## src/rtl/dds_sweep_ctrl_pkg.sv

```systemverilog
// Shared definitions for the DDS sweep controller and its command-path peers.
// Holds default widths and the sweep state encoding.
package dds_sweep_ctrl_pkg;

    localparam int W_DEF       = 40;
    localparam int DWELL_W_DEF = 24;

    typedef enum logic [2:0] {
        ST_IDLE  = 3'd0,
        ST_LOAD  = 3'd1,
        ST_DWELL = 3'd2,
        ST_STEP  = 3'd3,
        ST_DONE  = 3'd4
    } state_t;

endpackage

```

## src/rtl/dds_sweep_ctrl_dwell_timer.sv

```systemverilog
// Dwell counter: loads to 1, counts up, flags when the programmed dwell is reached.
// A programmed dwell of 0 behaves as a dwell of 1.
module dds_sweep_ctrl_dwell_timer
    import dds_sweep_ctrl_pkg::*;
#(
    parameter int DWELL_W = DWELL_W_DEF
) (
    input  logic               i_clk,
    input  logic               i_rst,
    input  logic               i_load,
    input  logic               i_count,
    input  logic [DWELL_W-1:0] i_dwell,
    output logic               o_expire
);

    logic [DWELL_W-1:0] r_cnt;
    logic [DWELL_W-1:0] w_limit;

    assign w_limit  = (i_dwell == '0) ? DWELL_W'(1) : i_dwell;
    assign o_expire = (r_cnt == w_limit);

    always_ff @(posedge i_clk) begin
        if (i_rst) begin
            r_cnt <= '0;
        end else if (i_load) begin
            r_cnt <= DWELL_W'(1);
        end else if (i_count && !o_expire) begin
            r_cnt <= r_cnt + DWELL_W'(1);
        end
    end

endmodule

```

## src/rtl/dds_sweep_ctrl.sv

```systemverilog
// Frequency-sweep sequencer and owner arbiter for the DDS tuning word.
// Idle passes the manual command path through; a sweep owns the DDS until done/abort.
module dds_sweep_ctrl
    import dds_sweep_ctrl_pkg::*;
#(
    parameter int W       = W_DEF,
    parameter int DWELL_W = DWELL_W_DEF
) (
    input  logic               i_clk,
    input  logic               i_rst,
    input  logic [W-1:0]       i_man_m,
    input  logic               i_man_set,
    input  logic               i_man_en,
    input  logic [W-1:0]       i_start_word,
    input  logic [W-1:0]       i_stop_word,
    input  logic [W-1:0]       i_step_word,
    input  logic [DWELL_W-1:0] i_dwell,
    input  logic               i_repeat,
    input  logic               i_go,
    input  logic               i_abort,
    output logic [W-1:0]       o_m,
    output logic               o_set,
    output logic               o_en,
    output logic               o_busy,
    output logic               o_done,
    output logic               o_aborted,
    output logic               o_cfg_err,
    output logic               o_man_blocked
);

    state_t             r_state;
    logic [W-1:0]       r_acc;
    logic [W-1:0]       r_start;
    logic [W-1:0]       r_stop;
    logic [W-1:0]       r_step;
    logic [DWELL_W-1:0] r_dwell;
    logic               r_rep;
    logic [W-1:0]       r_m;
    logic               r_set;
    logic               r_en;
    logic               r_busy;
    logic               r_done;
    logic               r_aborted;
    logic               r_cfg_err;
    logic               r_man_blocked;

    state_t             w_state_nxt;
    logic [W-1:0]       w_acc_nxt;
    logic [W-1:0]       w_m_nxt;
    logic               w_set_nxt;
    logic               w_en_nxt;
    logic               w_busy_nxt;
    logic               w_done_nxt;
    logic               w_aborted_nxt;
    logic               w_cfg_err_nxt;
    logic               w_blk_nxt;
    logic               w_snap;
    logic               w_tmr_load;
    logic               w_tmr_count;
    logic               w_expire;
    logic               w_cfg_ok;
    logic [W:0]         w_sum;
    logic               w_over;

    assign w_cfg_ok = (i_step_word != '0) && (i_start_word <= i_stop_word);
    // Extra carry bit keeps the tuning word from ever wrapping past stop.
    assign w_sum    = {1'b0, r_acc} + {1'b0, r_step};
    assign w_over   = w_sum[W] || (w_sum[W-1:0] > r_stop);

    dds_sweep_ctrl_dwell_timer #(
        .DWELL_W (DWELL_W)
    ) u_timer (
        .i_clk    (i_clk),
        .i_rst    (i_rst),
        .i_load   (w_tmr_load),
        .i_count  (w_tmr_count),
        .i_dwell  (r_dwell),
        .o_expire (w_expire)
    );

    always_comb begin
        w_state_nxt   = r_state;
        w_acc_nxt     = r_acc;
        w_m_nxt       = r_m;
        w_set_nxt     = 1'b0;
        w_en_nxt      = r_en;
        w_busy_nxt    = r_busy;
        w_done_nxt    = 1'b0;
        w_aborted_nxt = 1'b0;
        w_cfg_err_nxt = 1'b0;
        w_blk_nxt     = 1'b0;
        w_snap        = 1'b0;
        w_tmr_load    = 1'b0;
        w_tmr_count   = 1'b0;

        if (r_state == ST_IDLE) begin
            w_m_nxt    = i_man_m;
            w_set_nxt  = i_man_set;
            w_en_nxt   = i_man_en;
            w_busy_nxt = 1'b0;
            if (i_go && !i_abort) begin
                if (w_cfg_ok) begin
                    w_snap      = 1'b1;
                    w_state_nxt = ST_LOAD;
                end else begin
                    w_cfg_err_nxt = 1'b1;
                end
            end
        end else begin
            w_en_nxt  = 1'b1;
            w_blk_nxt = i_man_set;
            if (i_abort) begin
                w_state_nxt   = ST_IDLE;
                w_busy_nxt    = 1'b0;
                w_aborted_nxt = 1'b1;
            end else begin
                unique case (r_state)
                    ST_LOAD: begin
                        w_acc_nxt   = r_start;
                        w_m_nxt     = r_start;
                        w_set_nxt   = 1'b1;
                        w_busy_nxt  = 1'b1;
                        w_tmr_load  = 1'b1;
                        w_state_nxt = ST_DWELL;
                    end
                    ST_DWELL: begin
                        w_tmr_count = 1'b1;
                        if (w_expire) begin
                            w_state_nxt = ST_STEP;
                        end
                    end
                    ST_STEP: begin
                        if (!w_over) begin
                            w_acc_nxt   = w_sum[W-1:0];
                            w_m_nxt     = w_sum[W-1:0];
                            w_set_nxt   = 1'b1;
                            w_tmr_load  = 1'b1;
                            w_state_nxt = ST_DWELL;
                        end else if (r_rep) begin
                            // Reload in place so the restart keeps the point spacing.
                            w_acc_nxt   = r_start;
                            w_m_nxt     = r_start;
                            w_set_nxt   = 1'b1;
                            w_tmr_load  = 1'b1;
                            w_state_nxt = ST_DWELL;
                        end else begin
                            w_state_nxt = ST_DONE;
                        end
                    end
                    ST_DONE: begin
                        w_done_nxt  = 1'b1;
                        w_busy_nxt  = 1'b0;
                        w_state_nxt = ST_IDLE;
                    end
                    default: begin
                        w_state_nxt = ST_IDLE;
                    end
                endcase
            end
        end
    end

    always_ff @(posedge i_clk) begin
        if (i_rst) begin
            r_state       <= ST_IDLE;
            r_acc         <= '0;
            r_start       <= '0;
            r_stop        <= '0;
            r_step        <= '0;
            r_dwell       <= '0;
            r_rep         <= 1'b0;
            r_m           <= '0;
            r_set         <= 1'b0;
            r_en          <= 1'b0;
            r_busy        <= 1'b0;
            r_done        <= 1'b0;
            r_aborted     <= 1'b0;
            r_cfg_err     <= 1'b0;
            r_man_blocked <= 1'b0;
        end else begin
            r_state       <= w_state_nxt;
            r_acc         <= w_acc_nxt;
            r_m           <= w_m_nxt;
            r_set         <= w_set_nxt;
            r_en          <= w_en_nxt;
            r_busy        <= w_busy_nxt;
            r_done        <= w_done_nxt;
            r_aborted     <= w_aborted_nxt;
            r_cfg_err     <= w_cfg_err_nxt;
            r_man_blocked <= w_blk_nxt;
            if (w_snap) begin
                r_start <= i_start_word;
                r_stop  <= i_stop_word;
                r_step  <= i_step_word;
                r_dwell <= i_dwell;
                r_rep   <= i_repeat;
            end
        end
    end

    assign o_m           = r_m;
    assign o_set         = r_set;
    assign o_en          = r_en;
    assign o_busy        = r_busy;
    assign o_done        = r_done;
    assign o_aborted     = r_aborted;
    assign o_cfg_err     = r_cfg_err;
    assign o_man_blocked = r_man_blocked;

endmodule

```

## config.mk

```make
export PLATFORM = sky130hd
export DESIGN_NAME = dds_sweep_ctrl
export DESIGN_NICKNAME = d
export VERILOG_FILES = /design/src/rtl/dds_sweep_ctrl_pkg.sv /design/src/rtl/dds_sweep_ctrl_dwell_timer.sv /design/src/rtl/dds_sweep_ctrl.sv
export SDC_FILE = /design/constraint.sdc
export NUM_CORES = 1
export LEC_CHECK = 0
export ABC_AREA = 1
export BUFFER_PORTS_ARGS = -buffer_cell sky130_fd_sc_hd__buf_2
export CAP_MARGIN = 20
export CORE_MARGIN = 2
export CORE_UTILIZATION = 46
export DETAILED_ROUTE_END_ITERATION = 10
export PLACE_DENSITY = 0.66
export REMOVE_ABC_BUFFERS = 1
export SYNTH_ARGS = -nofsm -noshare
export SYNTH_HDL_FRONTEND = slang
export SYNTH_SLANG_ARGS = --single-unit
```

## constraint.sdc

```tcl
create_clock -name i_clk -period 10.35 [get_ports i_clk]
set_input_delay 0.5175 -clock i_clk [delete_from_list [all_inputs] [get_ports i_clk]]
set_output_delay 0.5175 -clock i_clk [all_outputs]
set_load 0.005 [all_outputs]
```

-- Word-level counts from Yosys, hierarchy flattened
Cells that the tools add are included.
- output and inout port bits: 47
- register bits: 259
- bits in latches: 0
- memory bits (read-only): 0
- memories kept: 0
- word-level logic and storage cells: 88
- RAM bits: 0
- input bits: 191
- $mul: 0
- $lt $le $gt $ge: 2
- reductions and logical operators: 20
- bitwise logic cells: 3
- equality and inequality tests: 11
- shift operators: 0
- divide/modulo/power cells: 0
- $add $sub $neg: 2
- multiplexer cells: 33
- operator list (kind ; count):
    40-bit two-way mux ; 4
    40-bit case mux with 2 select lines ; 1
    40-bit by 40-bit adder with 41-bit output ; 1
    40-bit greater-than comparator ; 1
    40-bit <= comparator ; 1
    40-bit nonzero test ; 1
    24-bit by 1-bit adder with 24-bit output (second input constant) ; 1
    24-bit == test ; 1
    24-bit zero test ; 1
    24-bit two-way mux ; 1
    3-bit two-way mux ; 7
    1-bit two-way mux ; 17
    3-bit case mux with 3 select lines ; 1
    3-bit by 2-bit == test with 1-bit output (second input constant) ; 2
    3-bit AND reduction ; 2
    2-bit nonzero test ; 3
    3-bit OR reduction ; 2
    2-bit by 1-bit inequality test with 1-bit output (second input constant) ; 2
    4-bit by 3-bit inequality test with 1-bit output (second input constant) ; 1
    4-bit inequality test (second input constant) ; 1
    1-bit case mux with 2 select lines ; 2
    4-bit AND reduction ; 1
    2-bit OR reduction ; 2
    3-bit by 1-bit == test with 1-bit output (second input constant) ; 1
    other kinds (9) ; 14

-- Logic depth before layout (Yosys ltp)
- depth after elaboration: 8
- gate-level depth with buffers: 33
- gate-level depth less buffers: 32

-- By module
Synthesis repeated with hierarchy kept, for this count alone.
- cells, all modules: 3124
- area total of the unflattened synthesis: 18192.4 sq um
- modules (own cells, without submodules) (module ; cells an instance ; sequential area each (sq um) ; area each (sq um) ; times used):
    dds_sweep_ctrl ; 2796 ; 4704.5 ; 16129.2 ; 1
    dds_sweep_ctrl_dwell_timer ; 328 ; 480.5 ; 2063.2 ; 1

-- Worst setup path before layout
OpenSTA, ideal clock, no wires.
- path type: reg-to-reg
- start point: reg r_acc[0]
- end point: reg u_timer.r_cnt[22]
- clock period less this slack: 3.435 ns
- library setup time: 0.070 ns
- arrival: 3.365 ns
- stages on the path, launching flop included: 33
- path slack: 6.915 ns
- path buffers: 2
- data required time: 10.280 ns
- path through: dfxtp_1 > ha_1 > inv_1 > fa_1 > inv_1 > nand3_1 > nand3_1 > nand2_1 > nand2_1 > nand2_1 > nand2_1 > nand2_1 > nand2_1 > nand2_1 > nand2_1 > inv_1 > ha_1 > nand2_1 > nor2_1 > nand2_1 > nor2_1 > nand2_1 > nor2_1 > nand2_1 > nand3_1 > nand2_2 > nand2_2 > nand3_2 > nand2_2 > buf_6 > nand2_4 > buf_6 > a21oi_1
- word-level cells in the longest chain between the ends: 8
- RTL lines (what ; line ; source):
    start, declared ; dds_sweep_ctrl.sv:32 ; logic [W-1:0] r_acc;
    start signal, assigned ; dds_sweep_ctrl.sv:182 ; r_acc <= w_acc_nxt;
    40-bit by 40-bit adder with 41-bit output (*) ; dds_sweep_ctrl.sv:67 ; assign w_sum = {1'b0, r_acc} + {1'b0, r_step};
    40-bit greater-than comparator ; dds_sweep_ctrl.sv:68 ; assign w_over = w_sum[W] || (w_sum[W-1:0] > r_stop);
    1-bit logical OR (*) ; dds_sweep_ctrl.sv:68 ;
    1-bit two-way mux (*) ; dds_sweep_ctrl.sv:133 ; if (!w_over) begin
    1-bit case mux with 2 select lines (*) ; dds_sweep_ctrl.sv:117 ; unique case (r_state)
    1-bit two-way mux (*) ; dds_sweep_ctrl.sv:112 ; if (i_abort) begin
    1-bit two-way mux (*) ; dds_sweep_ctrl.sv:96 ; if (r_state == ST_IDLE) begin
    2-bit OR reduction (no source line) (*) ; - ;
    end signal, assigned ; dds_sweep_ctrl_dwell_timer.sv:28 ; r_cnt <= r_cnt + DWELL_W'(1);
    end, declared ; dds_sweep_ctrl_dwell_timer.sv:16 ; logic [DWELL_W-1:0] r_cnt;
Mark *: on every way between the ends. The rest lies on a longest branch, timed or not.
A chain may end at the register's enable or synchronous reset.

-- Worst setup path after layout
- start point: reg r_acc[0]
- end point: reg r_m[14], in the netlist o_m[14]
- word-level cells in the longest chain between the ends: 7
- elaborated cells on any way between the ends: 9
- classes of those cells: add/sub (1); order compare (1); eq/ne (1); mux (4); reduce/logical (2)
- RTL lines (what ; line ; source):
    40-bit by 40-bit adder with 41-bit output (*) ; dds_sweep_ctrl.sv:67 ;
    40-bit greater-than comparator ; dds_sweep_ctrl.sv:68 ;
    1-bit logical OR ; dds_sweep_ctrl.sv:68 ;
    40-bit two-way mux ; dds_sweep_ctrl.sv:133 ;
    40-bit case mux with 2 select lines ; dds_sweep_ctrl.sv:117 ;
    40-bit two-way mux ; dds_sweep_ctrl.sv:112 ;
    40-bit two-way mux ; dds_sweep_ctrl.sv:96 ;
    end signal, assigned ; dds_sweep_ctrl.sv:183 ; r_m <= w_m_nxt;
    end, declared ; dds_sweep_ctrl.sv:38 ; logic [W-1:0] r_m;
Mark *: on every way between the ends. The rest lies on a longest branch, timed or not. The select of a mux whose other input is x is not followed.

==> qor.txt <==
Ant. Diodes = 0
Ys async rst share = 0%
Crit. Startpoint = r_acc[0]
CTS Hold Bufs = 0
DRT iter0 DRCs = 1031
# setup viols final = 0
Layout cells sized above 1 = 10.88%
M1 GR Usage = 38.16%
Final Hold Vio Count = 0
Die X = 199.6 µm
Synthesized area = 0.01760 mm²
Yosys top cell by area = dfxtp_1
Routed len/inst = 15.84 µm
Setup TNS = 0 ns
Core Region = 0.03767 mm²
Leak pwr = 10.96 nW
Yosys warnings = 0
Post-synth EDFFs = 0
Final Skew = 0.02354 ns
Drt via density = 5.017
Post-CTS sizing = 0
Reg2Reg Capture Point = o_m[14]
CTS tree = done
Slew of the pin with the lowest slew margin = 1.122 ns
Port buffer count = 237
RSZ-0062 raised after global routing = no
Setup CP Type = flip-flop to flip-flop
Pwr Total = 0.003010 W
Clock Sinks = 259
Tot GR Track Use = 28.68%
Initial Utilization = 46.72%
Outcome = finished clean
Worst skew pair latency = 0.59 ns
Max cap viols = 0
Synth area leaders = dfxtp_1, nand2_1, nor2_1
DR pass1 iterations = 5
Flops & latches, synth = 259
Routed WL = 57.44 mm
Die Height = 199.6 µm
Fin crit share = 59.14%
DRC viols = 0
Reg-to-reg setup timing slack = 4.23 ns
Slew Limit Fails = 0
Syn avg cell area = 6.016 µm²
Crit. End Element = flip-flop
Hold crit path type = primary input to flip-flop
Initial antenna violation count = 0
GR Util met2 = 48.08%
Post-synth top flop = dfxtp_1
Area delta synth->final = 14.57%
Area of the multi-input gates = 0.01027 mm²
Reg2reg path depth = 29
Register area = 0.005185 mm²
CP Launch Type = flip-flop
Top-count cell post-synth = nand2_1
Relative slew slack = 25.17%
Hpwl dp = 42.87 mm
F_max = 163.4 MHz
Worst path max stage delay = 0.71 ns
Most Crowded Layer GR = met2
ANT nets after route = 0
CP max FO = 38
Post-CTS Setup Inserts = 0
Crit path DAT = 6.63 ns
Synth cell count leaders = nand2_1, nor2_1, inv_1
Final min period = 6.121 ns
Met3 usage = 4.557%
Remaining Overflow, GRT = 0
Worst r2r src = r_acc[0]
Vias = 18195
TritonCTS Buffers = 30
Register area share after synthesis = 29.47%
Num rows = 71
Yosys top cell area share = 29.47%
Nets = 3405
Die area = 0.03983 mm²
# fillers = 4022
Distinct cell type count after synthesis = 43
First-pass GRT wire length = 90.51 mm
Final Wtd Congestion = 0.9544
# IOs = 238
Clock slew at reported path FFs = 0.07 ns
H-tree level count = 1
Critical Path Most Common Cell = nand2_1
Crit path to = o_m[14]
Synth Instances = 2925
Largest net degree at the start of global routing = 219
Root Buffer = clkbuf_16
Slowest cell on crit path = nand3_2
PD cells = 149.3 mW/mm²
Max VDD drop = 111.8 µV
Vias in the first global route = 17420
Worst path required time = 10.86 ns
CTS max path bufs = 3
-- layer usage --
| metal | wire length [µm] | share of wire (%) | vias up |
|---|---|---|---|
| met5 | 0 | 0 | - |
| met4 | 1569 | 2.7 | 0 |
| met3 | 3246 | 5.7 | 76 |
| met2 | 26250 | 46 | 426 |
| met1 | 26380 | 46 | 8303 |
| li1 | - | - | 9390 |
-- critical path: cells and delay by family (launching register included) --
| family | cells | cell delay [ns] |
|---|---|---|
| simple gates | 22 | 3.94 |
| fa+ha+maj | 3 | 0.91 |
| buf+inv | 4 | 0.82 |
| flops | 1 | 0.34 |
-- registers in the layout, indices dropped and copies added (netlist names), 3 cells and up --
register,cells
r_dwell,24
r_step,40
r_start,40
r_acc,40
r_state,3
r_stop,40
u_timer.r_cnt,24
o_m,40
-- worst min-delay path by stage --
stage	start	to	slack [ns]	cells past startpoint
finish	i_man_en	o_en	0.14	3
global route	i_man_en	o_en	0.14	3
CTS	i_man_en	o_en	0.12	3
detailed placement	r_step[6]	r_step[6]	0.46	2
global placement	r_step[2]	r_step[2]	0.45	2
floorplan	r_step[0]	r_step[0]	0.44	2
-- report_power, final --
group          leakage (nW)  switching (W)  internal [W]
clock                 0.543       0.000455      0.000751
sequential             2.12      0.0000356       0.00107
combinational          8.30       0.000461      0.000234
-- layout make-up --
type                       instances  area share (%)
multi-input combinational       2119           50.93
sequential                       259           25.72
inverter                         430           8.031
clock buffer                      45           4.506
clock inverter                    11           1.043
timing repair buffer             252           6.603
tap                              511           3.171
-- kinds of logic (layout without fill, tap and decap cells) --
kind of cell             after synthesis  in the layout  synth area share, %
AO/OA/AOI/OAI                        199            199                6.414
flip-flops                           259            259                29.47
AND/OR/NAND/NOR                     1752           1752                40.80
buffers and inverters                547            738                12.32
adder cells (fa/ha/maj)              122            122                8.717
XOR/XNOR                              46             46                2.289
-- cell usage in the layout, fill, tap and decap left out, types with 14 or more instances in the layout --
cell,instances
nand2_1,989
nor2_1,483
inv_1,425
dfxtp_1,259
buf_2,237
ha_1,121
a21oi_1,115
nand4_1,114
nand3_1,101
clkbuf_16,31
o21ai_0,25
xnor2_1,24
xor2_1,22
nor3_1,18
nor4_1,16
a21oi_2,14
-- stage by stage --
stage | hold slack, ns | setup slack, ns | cell area [µm²] | util [%] | std cells
final | 0.1417 | 4.229 | 20160 | 53.52 | 3627
after floorplan | 0.4386 | 3.962 | 17040 | - | 2808
after global routing | 0.1417 | 3.793 | 20160 | 53.52 | 3627
after global placement | 0.4536 | 4.482 | 19010 | 50.48 | 3570
after detailed placement | 0.4579 | 4.329 | 19010 | 50.48 | 3570
after CTS | 0.1239 | 4.264 | 20130 | 53.45 | 3626
Note: power is estimated with default switching activity, not from simulation.
